### src/rtl/reflex_gate_sequencer.sv
// Shared iterative reflex-gate evaluator for NUM_CH round-robin channels.
// Define REFLEX_SEQ_COOLDOWN_EN to add a global reflex refractory counter.
module reflex_gate_sequencer #(
    parameter int NUM_CH          = 4,
    parameter int CONST_WIDTH     = 64,
    parameter int COOLDOWN_CYCLES = 16
) (
    input  logic                   clk,
    input  logic                   rst_n,
    input  logic [CONST_WIDTH-1:0] packed_const,
    input  logic                   const_load,
    input  logic [NUM_CH-1:0]      req_valid,
    output logic [NUM_CH-1:0]      req_ready,
    input  logic [NUM_CH*32-1:0]   dt_us,
    input  logic [NUM_CH*16-1:0]   dphi_e4,
    input  logic [NUM_CH*16-1:0]   qsfs_e4,
    input  logic [NUM_CH*16-1:0]   tse_e4,
    output logic                   res_valid,
    input  logic                   res_ready,
    output logic [2:0]             res_ch,
    output logic                   res_trusted,
    output logic                   res_reflex,
    output logic                   res_cfg_err,
    output logic                   busy
);

    typedef enum logic [1:0] {IDLE, MOD, CMP, OUT} state_t;

    state_t state_q, state_d;

    logic [CONST_WIDTH-1:0] act_const, pend_const;
    logic                   pend_flag;
    logic [2:0]             last_grant, ch_q;
    logic                   dt_neg;
    logic [31:0]            dvd_q;
    logic [32:0]            rem_q;
    logic [4:0]             bit_cnt;
    logic [15:0]            dphi_q, qsfs_q, tse_q;

    logic [27:0] mu;
    logic [15:0] pi_t;
    logic [7:0]  eps_ph, eps_t;

    assign mu     = act_const[59:32];
    assign pi_t   = act_const[31:16];
    assign eps_ph = act_const[15:8];
    assign eps_t  = act_const[7:0];

    logic unused_alpha;
    assign unused_alpha = ^act_const[63:60];

    logic       grant_any, take, hs, cool_ok;
    logic [2:0] grant_idx;

    // Later iterations are closer to last_grant+1, so they win.
    always_comb begin
        grant_any = 1'b0;
        grant_idx = '0;
        for (int i = NUM_CH; i >= 1; i--) begin
            if (req_valid[(int'(last_grant) + i) % NUM_CH]) begin
                grant_any = 1'b1;
                grant_idx = 3'((int'(last_grant) + i) % NUM_CH);
            end
        end
    end

    assign take = rst_n & (state_q == IDLE) & ~pend_flag & grant_any;
    assign hs   = (state_q == OUT) & res_ready;
    assign busy = (state_q != IDLE);

    always_comb begin
        for (int i = 0; i < NUM_CH; i++) begin
            req_ready[i] = take && (grant_idx == 3'(i));
        end
    end

    logic [31:0] dt_sel;
    logic [32:0] trial, rem_next;
    logic        timing_ok, phase_ok, fid_ok, trusted;

    assign dt_sel   = dt_us[32*grant_idx +: 32];
    assign trial    = {rem_q[31:0], dvd_q[31]};
    assign rem_next = (trial >= {5'd0, mu}) ? trial - {5'd0, mu} : trial;

    assign timing_ok = ~dt_neg & (mu != '0) & (rem_q < {25'd0, eps_t});
    assign phase_ok  = $signed({dphi_q[15], dphi_q}) < $signed({9'd0, eps_ph});
    assign fid_ok    = (qsfs_q >= pi_t);
    assign trusted   = timing_ok & phase_ok & fid_ok;

    always_comb begin
        state_d = state_q;
        unique case (state_q)
            IDLE:    if (take) state_d = MOD;
            MOD:     if (bit_cnt == 5'd31) state_d = CMP;
            CMP:     state_d = OUT;
            OUT:     if (res_ready) state_d = IDLE;
            default: state_d = IDLE;
        endcase
    end

    always_ff @(posedge clk or negedge rst_n) begin
        if (!rst_n) state_q <= IDLE;
        else        state_q <= state_d;
    end

    always_ff @(posedge clk or negedge rst_n) begin
        if (!rst_n) begin
            act_const   <= '0;
            pend_const  <= '0;
            pend_flag   <= 1'b0;
            last_grant  <= 3'(NUM_CH - 1);
            ch_q        <= '0;
            dt_neg      <= 1'b0;
            dvd_q       <= '0;
            rem_q       <= '0;
            bit_cnt     <= '0;
            dphi_q      <= '0;
            qsfs_q      <= '0;
            tse_q       <= '0;
            res_valid   <= 1'b0;
            res_ch      <= '0;
            res_trusted <= 1'b0;
            res_reflex  <= 1'b0;
            res_cfg_err <= 1'b0;
        end else begin
            if (state_q == IDLE && pend_flag) begin
                act_const <= pend_const;
                pend_flag <= 1'b0;
            end
            // A load in the apply cycle stays pending for the next one.
            if (const_load) begin
                pend_const <= packed_const;
                pend_flag  <= 1'b1;
            end
            if (take) begin
                ch_q    <= grant_idx;
                dt_neg  <= dt_sel[31];
                dvd_q   <= dt_sel[31] ? (~dt_sel + 32'd1) : dt_sel;
                rem_q   <= '0;
                bit_cnt <= '0;
                dphi_q  <= dphi_e4[16*grant_idx +: 16];
                qsfs_q  <= qsfs_e4[16*grant_idx +: 16];
                tse_q   <= tse_e4[16*grant_idx +: 16];
            end
            if (state_q == MOD) begin
                rem_q   <= rem_next;
                dvd_q   <= {dvd_q[30:0], 1'b0};
                bit_cnt <= bit_cnt + 5'd1;
            end
            if (state_q == CMP) begin
                res_valid   <= 1'b1;
                res_ch      <= ch_q;
                res_trusted <= trusted;
                res_reflex  <= trusted & (tse_q != '0) & cool_ok;
                res_cfg_err <= (mu == '0);
            end
            if (hs) begin
                res_valid  <= 1'b0;
                last_grant <= ch_q;
            end
        end
    end

`ifdef REFLEX_SEQ_COOLDOWN_EN
    logic [31:0] cool_q;

    always_ff @(posedge clk or negedge rst_n) begin
        if (!rst_n) begin
            cool_q <= '0;
        end else if (hs && res_reflex) begin
            cool_q <= 32'(COOLDOWN_CYCLES);
        end else if (cool_q != '0) begin
            cool_q <= cool_q - 32'd1;
        end
    end

    assign cool_ok = (cool_q == '0);
`else
    localparam int unused_cool = COOLDOWN_CYCLES;
    assign cool_ok = 1'b1;
`endif

endmodule
### config.mk
export PLATFORM = sky130hd
export DESIGN_NAME = reflex_gate_sequencer
export DESIGN_NICKNAME = d
export VERILOG_FILES = /design/src/rtl/reflex_gate_sequencer.sv
export SDC_FILE = /design/constraint.sdc
export NUM_CORES = 1
export LEC_CHECK = 0
export ABC_AREA = 0
export BUFFER_PORTS_ARGS = -buffer_cell sky130_fd_sc_hd__buf_4
export CAP_MARGIN = 25
export CORE_AREA = 4 4 175 177
export CTS_BUF_LIST = sky130_fd_sc_hd__clkbuf_4 sky130_fd_sc_hd__clkbuf_8 sky130_fd_sc_hd__clkbuf_16
export CTS_CLUSTER_DIAMETER = 40
export CTS_CLUSTER_SIZE = 16
export DETAILED_ROUTE_END_ITERATION = 16
export DIE_AREA = 0 0 179 181
export PLACE_DENSITY_LB_ADDON = 0.2
export SYNTH_ARGS = -nofsm -noshare
export SYNTH_HDL_FRONTEND = slang
export SYNTH_SLANG_ARGS = --single-unit
### constraint.sdc
create_clock -name clk -period 6.4 [get_ports clk]
set_input_delay 0.32 -clock clk [delete_from_list [all_inputs] [get_ports clk]]
set_output_delay 0.32 -clock clk [all_outputs]
set_load 0.02 [all_outputs]
==> run metrics, run 1 <==
Synth Warn #=0; Pleak=0.00990 µW; DP Worst Slack=2.02 ns; clock transition at the registers of the reported paths=0.07 ns; Routability Congestion=0.956; RSZ-0062 raised after global routing=false; fin crit share=0.672; ys async rst share=1.00; switching share of power=0.421; Post-Syn Area=0.0158 mm²; largest net degree at the start of global routing=177; worst slew pin tran=1.02 ns; routed length per instance=18.9 µm; first-pass GRT wire length=74.8 mm; CTS tree=built; TritonCTS Buffers=35; Core Area=0.0292 mm²; row cnt=63; Psw=3980 µW; die height=181 µm; clock sink total=252; # fillers=2378; Vias/cell=5.61; final hold vios=0; EDFF count, synth=0; crit end category=flop; Die Area=0.0324 mm²; total grt overflow=0; later-pin clock latency in the skew report=0.51 ns; Data arrival, critical path=4.71 ns; setup ws final=2.10 ns; Yosys reg bits=252; Final Cell Area=0.0202 mm²; worst-path maximum fanout=26; Clock Tree Root=clkbuf_16; pwr/cell area=468 mW/mm²; Tot Pwr=9450 µW; syn_area_per_cell=8.89 µm²; drt total wl=48.0 mm; Yosys top cell by area=dfrtp_1; total internal power=5470 µW; Worst setup SP type=flop; post-synth cell types=70; initial antenna violation count=2; Seq pwr share=0.280; top post-synthesis cells by area=dfrtp_1, nand2_1, mux2_2; post-DP HPWL=36.4 mm; nets=2583; global-route usage over all layers=0.290; DR DRC count=0; Worst Path Required=6.81 ns; area grow syn2layout=27.9%; Setup CP Type=flop to flop; Final setup viols=0; Die W=179 µm; setup TNS=0 ns; share of cells above drive strength 1=0.295; I/O Buffers=398; Comb power frac=0.518; status=complete, no violations; maximum VDD drop=0.233 mV; # IOs=404; Initial DRC Count=1015; fmax=233 MHz; ys flop type=dfrtp_1; Max Cap Viol=0; sequential area share after synthesis=0.399; Period minus WS final=4.30 ns; slew margin rel.=0.318; number of global-route vias before repair=14202; Net Count, Synth=2235; Hold Path Class=input port to flop; post-route ant nets=0; share of the synthesized area in the top cell type=0.396; area post-placement=0.0190 mm²; H-tree depth=2; drt pass-1 iters=5; Max Buffers Root-to-Sink=3; Post-Route Skew=0.0239 ns; fin. max-slew vios=0; total vias in the final route=14256; part of the power in the clock network=0.203; Initial Utilization=0.540; Mapped Cells=1776
==> Yosys cell counts, types with 6 or more instances <==
cell type,number
a211o_1,6
a211oi_1,10
a21o_1,14
a21oi_1,72
a31oi_1,12
and3_1,8
buf_1,14
buf_2,6
clkbuf_1,73
dfrtp_1,250
ha_1,66
inv_1,78
mux2_2,127
mux2i_1,104
nand2_1,419
nand2b_1,13
nand3_1,61
nand4_1,9
nor2_1,49
nor2b_1,10
nor3_1,13
nor4_1,20
o21a_1,7
o21ai_0,150
o21ai_1,16
o221ai_1,7
o22ai_1,20
o31ai_1,7
or3_1,7
xnor2_1,39
xor2_1,15
==> flip-flops by register name, summed over array words and instances, names as in the netlist <==
name,flops
res_ch,2
act_const,60
state_q,2
pend_const,60
bit_cnt,5
rem_q,33
tse_q,16
last_grant,2
dphi_q,16
res_reflex,1
dt_neg,1
res_cfg_err,1
qsfs_q,16
pend_flag,1
res_trusted,1
dvd_q,32
ch_q,2
res_valid,1
==> power groups by stage <==
stage                     clock network, µW  registers [µW]  logic (µW)
after global placement                    0            2630        4690
after detailed placement                  0            2650        4820
after global routing                   2020            2710        5510
after floorplan                           0            2510        3730
final                                  1910            2640        4890
after CTS                              1940            2640        4870
==> cell type report <==
cell class                 instances  area (µm²)  area share
clock buffer                      41         962      0.0476
antenna                            2        5.00    0.000248
timing repair buffer             413        3140       0.155
multi-input combinational       1344        8800       0.436
inverter                          78         293      0.0145
clock inverter                    22         209      0.0103
sequential                       252        6310       0.312
tap                              390         488      0.0242
==> what timing repair did <==
| action | 4_1_cts | 5_1_grt |
|---|---|---|
| setup endpoints to repair | 0 | 0 |
| endpoints found under the hold margin | 74 | 0 |
| hold buffers | 1 | 0 |
| setup buffers | 0 | 0 |
| resized for setup | 0 | 0 |
==> per-stage QoR <==
stage,utilization,hold WS (ns),instances
6_report,0.691,0.0367,2542
5_1_grt,0.691,0.0270,2540
4_1_cts,0.690,0.0234,2539
3_5_place_dp,0.650,0.320,2475
3_3_place_gp,0.649,0.324,2474
2_1_floorplan,-,0.0244,1776
==> logic make-up after synthesis <==
logic type      synth area share
xor+xnor                  0.0299
compound gates             0.135
other cells             0.000237
flops                      0.399
buf+inv                   0.0473
mux                        0.157
fa+ha+maj                 0.0536
simple gates               0.177
==> final timing paths <==
kind	startpoint	endpoint	slack (ns)	cells after the start
max	last_grant[1]	dvd_q[22]	2.10	13
min	packed_const[7]	pend_const[7]	0.04	2
max reg2reg	last_grant[1]	dvd_q[22]	2.10	13
min reg2reg	res_valid	res_valid	0.48	1
max in group asynchronous	rst_n	rem_q[0]	4.65	3
min in group asynchronous	rst_n	pend_const[28]	0.35	2
==> critical path, stage by stage, from the launching register on <==
cell	delay [ns]
dfstp_2	0.59
and3b_1	0.26
o32a_2	0.60
buf_4	0.47
mux2i_1	0.14
mux2i_1	0.45
inv_1	0.09
ha_1	0.22
nor3b_2	0.18
nand2_1	0.36
nor4_2	0.13
or3_1	0.33
a31o_1	0.22
o21ai_1	0.13
==> cells in the final DEF (no fill, tap or decap), drive strengths merged, types with 9 or more instances in the layout <==
| cell | n |
|---|---|
| nand2 | 422 |
| a21o | 14 |
| inv | 87 |
| nand3 | 61 |
| o31ai | 10 |
| mux2i | 105 |
| buf | 412 |
| a31oi | 12 |
| nor2 | 49 |
| nand2b | 13 |
| o21ai | 166 |
| nor2b | 10 |
| ha | 66 |
| xnor2 | 39 |
| clkinv | 9 |
| nor4 | 24 |
| dfrtp | 250 |
| nor3 | 15 |
| xor2 | 15 |
| nand4 | 9 |
| a211oi | 10 |
| mux2 | 127 |
| o22ai | 20 |
| a21oi | 72 |
| clkbuf | 41 |
==> layer usage <==
layer | up-vias | wire length [µm] | track usage
met5 | - | 13 | 0
met4 | 2 | 1300 | 0.0786
met3 | 86 | 3720 | 0.0640
met2 | 496 | 23100 | 0.473
met1 | 6790 | 19900 | 0.391
li1 | 6882 | - | -
(Power assumes the default switching activity.)
==> run 2, diff against run 1 <==
Settings changed: CORE_AREA 4 4 175 177 to 4 4 177 179, DIE_AREA 0 0 179 181 to 0 0 181 183.
Clock period 6.4 ns to 4 ns, I/O delays scaled along.
==> run 2 against run 1 <==
Net effect: first-iteration DRC count up 17%; wire length up 5.7%; setup slack worse by 1.7 ns; cell count up 2.9%; sequential share of layout area down 1.1 points; register-to-register slack worse by 1.7 ns; critical path depth down 3; worst hold slack better by 0.028 ns; die area up 2.2%; sequential cell count unchanged; clock-buffer cell count up 5; utilization up 1.7 points.
==> run metrics, run 2 (synthesis gave the netlist of run 1 again) <==
status=complete, no violations; Hold Slack=0.0646 ns (+0.0278 ns); # resized after CTS=0 (unchanged); WHS Path Cells=5 (+3); Hold Path Class=input port to flop; Worst setup SP type=flop; crit end category=flop; reg2reg path depth=10 (-3); largest net degree at the start of global routing=180 (+1.7%); later-pin clock latency in the skew report=0.52 ns (about the same); area grow syn2layout=32.5%; Vias/cell=5.59 (-0.36%); most frequent cells in the layout=nand2_1, buf_4, dfrtp_1; I/O Buffers=398 (unchanged); routed length per instance=19.4 µm (+2.8%); final hold vios=0 (unchanged); area occupied by multi-input gates=0.00880 mm² (unchanged); # IOs=404 (unchanged); Pleak=0.0102 µW (+3.3%); pwr/cell area=736 mW/mm² (+57%); global-route usage over all layers=0.290 (about the same); setup ws final=0.428 ns (-1.67 ns); Max Buffers Root-to-Sink=3 (unchanged); CTS tree=built; clock sink total=252 (unchanged); DR DRC count=0 (unchanged); Initial DRC Count=1188 (+17%); drt pass-1 iters=5 (unchanged); maximum VDD drop=0.385 mV (+65%); Die Area=0.0331 mm² (+2.2%); total grt overflow=0 (unchanged); Clock Tree Root=clkbuf_16; Routability Congestion=0.958 (+0.23%); die height=183 µm (+1.1%); fin. max-slew vios=0 (unchanged); setup TNS=0 ns (unchanged); first-pass GRT wire length=77.1 mm (+3.1%); most common cell after layout, fill and taps aside=nand2_1; drt total wl=50.8 mm (+5.7%); TritonCTS Buffers=36 (+2.9%); Period minus WS final=3.57 ns (-0.726 ns); worst slew pin tran=1.06 ns (+0.0372 ns); row cnt=63 (unchanged); Max Cap Viol=0 (unchanged); RSZ-0062 raised after global routing=false; number of global-route vias before repair=14586 (+2.7%); Die W=181 µm (+1.1%); Data arrival, critical path=3.96 ns (-0.75 ns); nets=2653 (+2.7%); Worst Path Required=4.39 ns (-2.42 ns); fin crit share=0.893 (+0.221); post-DP HPWL=38.2 mm (+4.9%); slew margin rel.=0.292 (-0.0256); worst-path maximum fanout=35 (+35%); Post-Route Skew=0.0287 ns (+0.00481 ns); Regs by FF count=act_const x60, pend_const x60, rem_q x33; DP Worst Slack=0.478 ns (-1.54 ns); total vias in the final route=14613 (+2.5%); area post-placement=0.0191 mm² (+0.51%); post-route ant nets=0 (unchanged); Setup CP Type=flop to flop; clock transition at the registers of the reported paths=0.06 ns (about the same); H-tree depth=2 (unchanged); share of cells above drive strength 1=0.291 (-0.00415); Final setup viols=0 (unchanged); fmax=280 MHz (+20%); Final Cell Area=0.0209 mm² (+3.6%); Initial Utilization=0.534 (-0.00576); postcts setup bufs=0 (unchanged); initial antenna violation count=3 (+1); register area=0.00631 mm² (unchanged); # fillers=2351 (-1.1%); Core Area=0.0296 mm² (+1.1%)
==> run 2: changes by cell type in the layout (fill, tap and decap cells not counted), moves of 2 or more <==
cell	before	now
dlygate4sd3_1	1	61
buf_4	408	417
inv_8	4	1
clkbuf_4	3	5
clkbuf_8	1	3
clkinv_4	3	5
==> run 2: final timing paths <==
kind / startpoint / to / slack [ns]
setup reg to reg: last_grant[1] / dvd_q[24] / 0.43
max in group asynchronous: rst_n / rem_q[11] / 2.59
setup / recovery: last_grant[1] / dvd_q[24] / 0.43
hold / removal: tse_e4[28] / tse_q[12] / 0.06
hold reg to reg: dvd_q[6] / dvd_q[7] / 0.48
min in group asynchronous: rst_n / pend_const[10] / 0.13
==> run 2: worst max-delay path, stage by stage (launching register included) <==
cell     delay (ns)
dfstp_2        0.58
and3b_1        0.24
o32a_2         0.34
buf_12         0.28
mux2i_1        0.32
mux2i_1        0.22
nor3b_2        0.30
nand2_1        0.31
nor4_2         0.42
a21oi_1        0.14
a211o_1        0.26
==> run 2: where the power goes <==
| group | total [µW] | switching, µW | internal, µW |
|---|---|---|---|
| clock | 3160 | 1230 | 1930 |
| combinational | 8020 | 4530 | 3490 |
| sequential | 4230 | 715 | 3510 |
| total | 15400 | 6470 | 8930 |
==> run 2: area by class of cell <==
class                           instances  share of cell area
Multi-Input combinational cell       1344               0.420
Sequential cell                       252               0.301
Timing Repair Buffer                  482               0.182
Clock buffer                           46              0.0492
Tap cell                              390              0.0233
Inverter                               78              0.0140
Clock inverter                         20             0.00903
Antenna cell                            3            0.000359
==> run 2: routing by layer <==
metal,global-route usage,vias up,wire (µm)
met5,0,-,0
met4,0.0979,0,1760
met3,0.0581,100,3700
met2,0.475,538,24000
met1,0.390,6945,21300
li1,-,7030,-
==> run 2: what timing repair did <==
action,CTS,global route
hold buffers,61,0
setup endpoints to repair,0,0
endpoints found under the hold margin,91,0
==> run 2: through the flow <==
| step | std cells | utilization | total power, µW |
|---|---|---|---|
| global placement | 2485 | 0.646 | 11800 |
| detailed placement | 2485 | 0.646 | 12100 |
| finish | 2615 | 0.708 | 15400 |
| CTS | 2612 | 0.708 | 15400 |
| global route | 2614 | 0.708 | 16600 |
| floorplan | 1776 | - | 9980 |
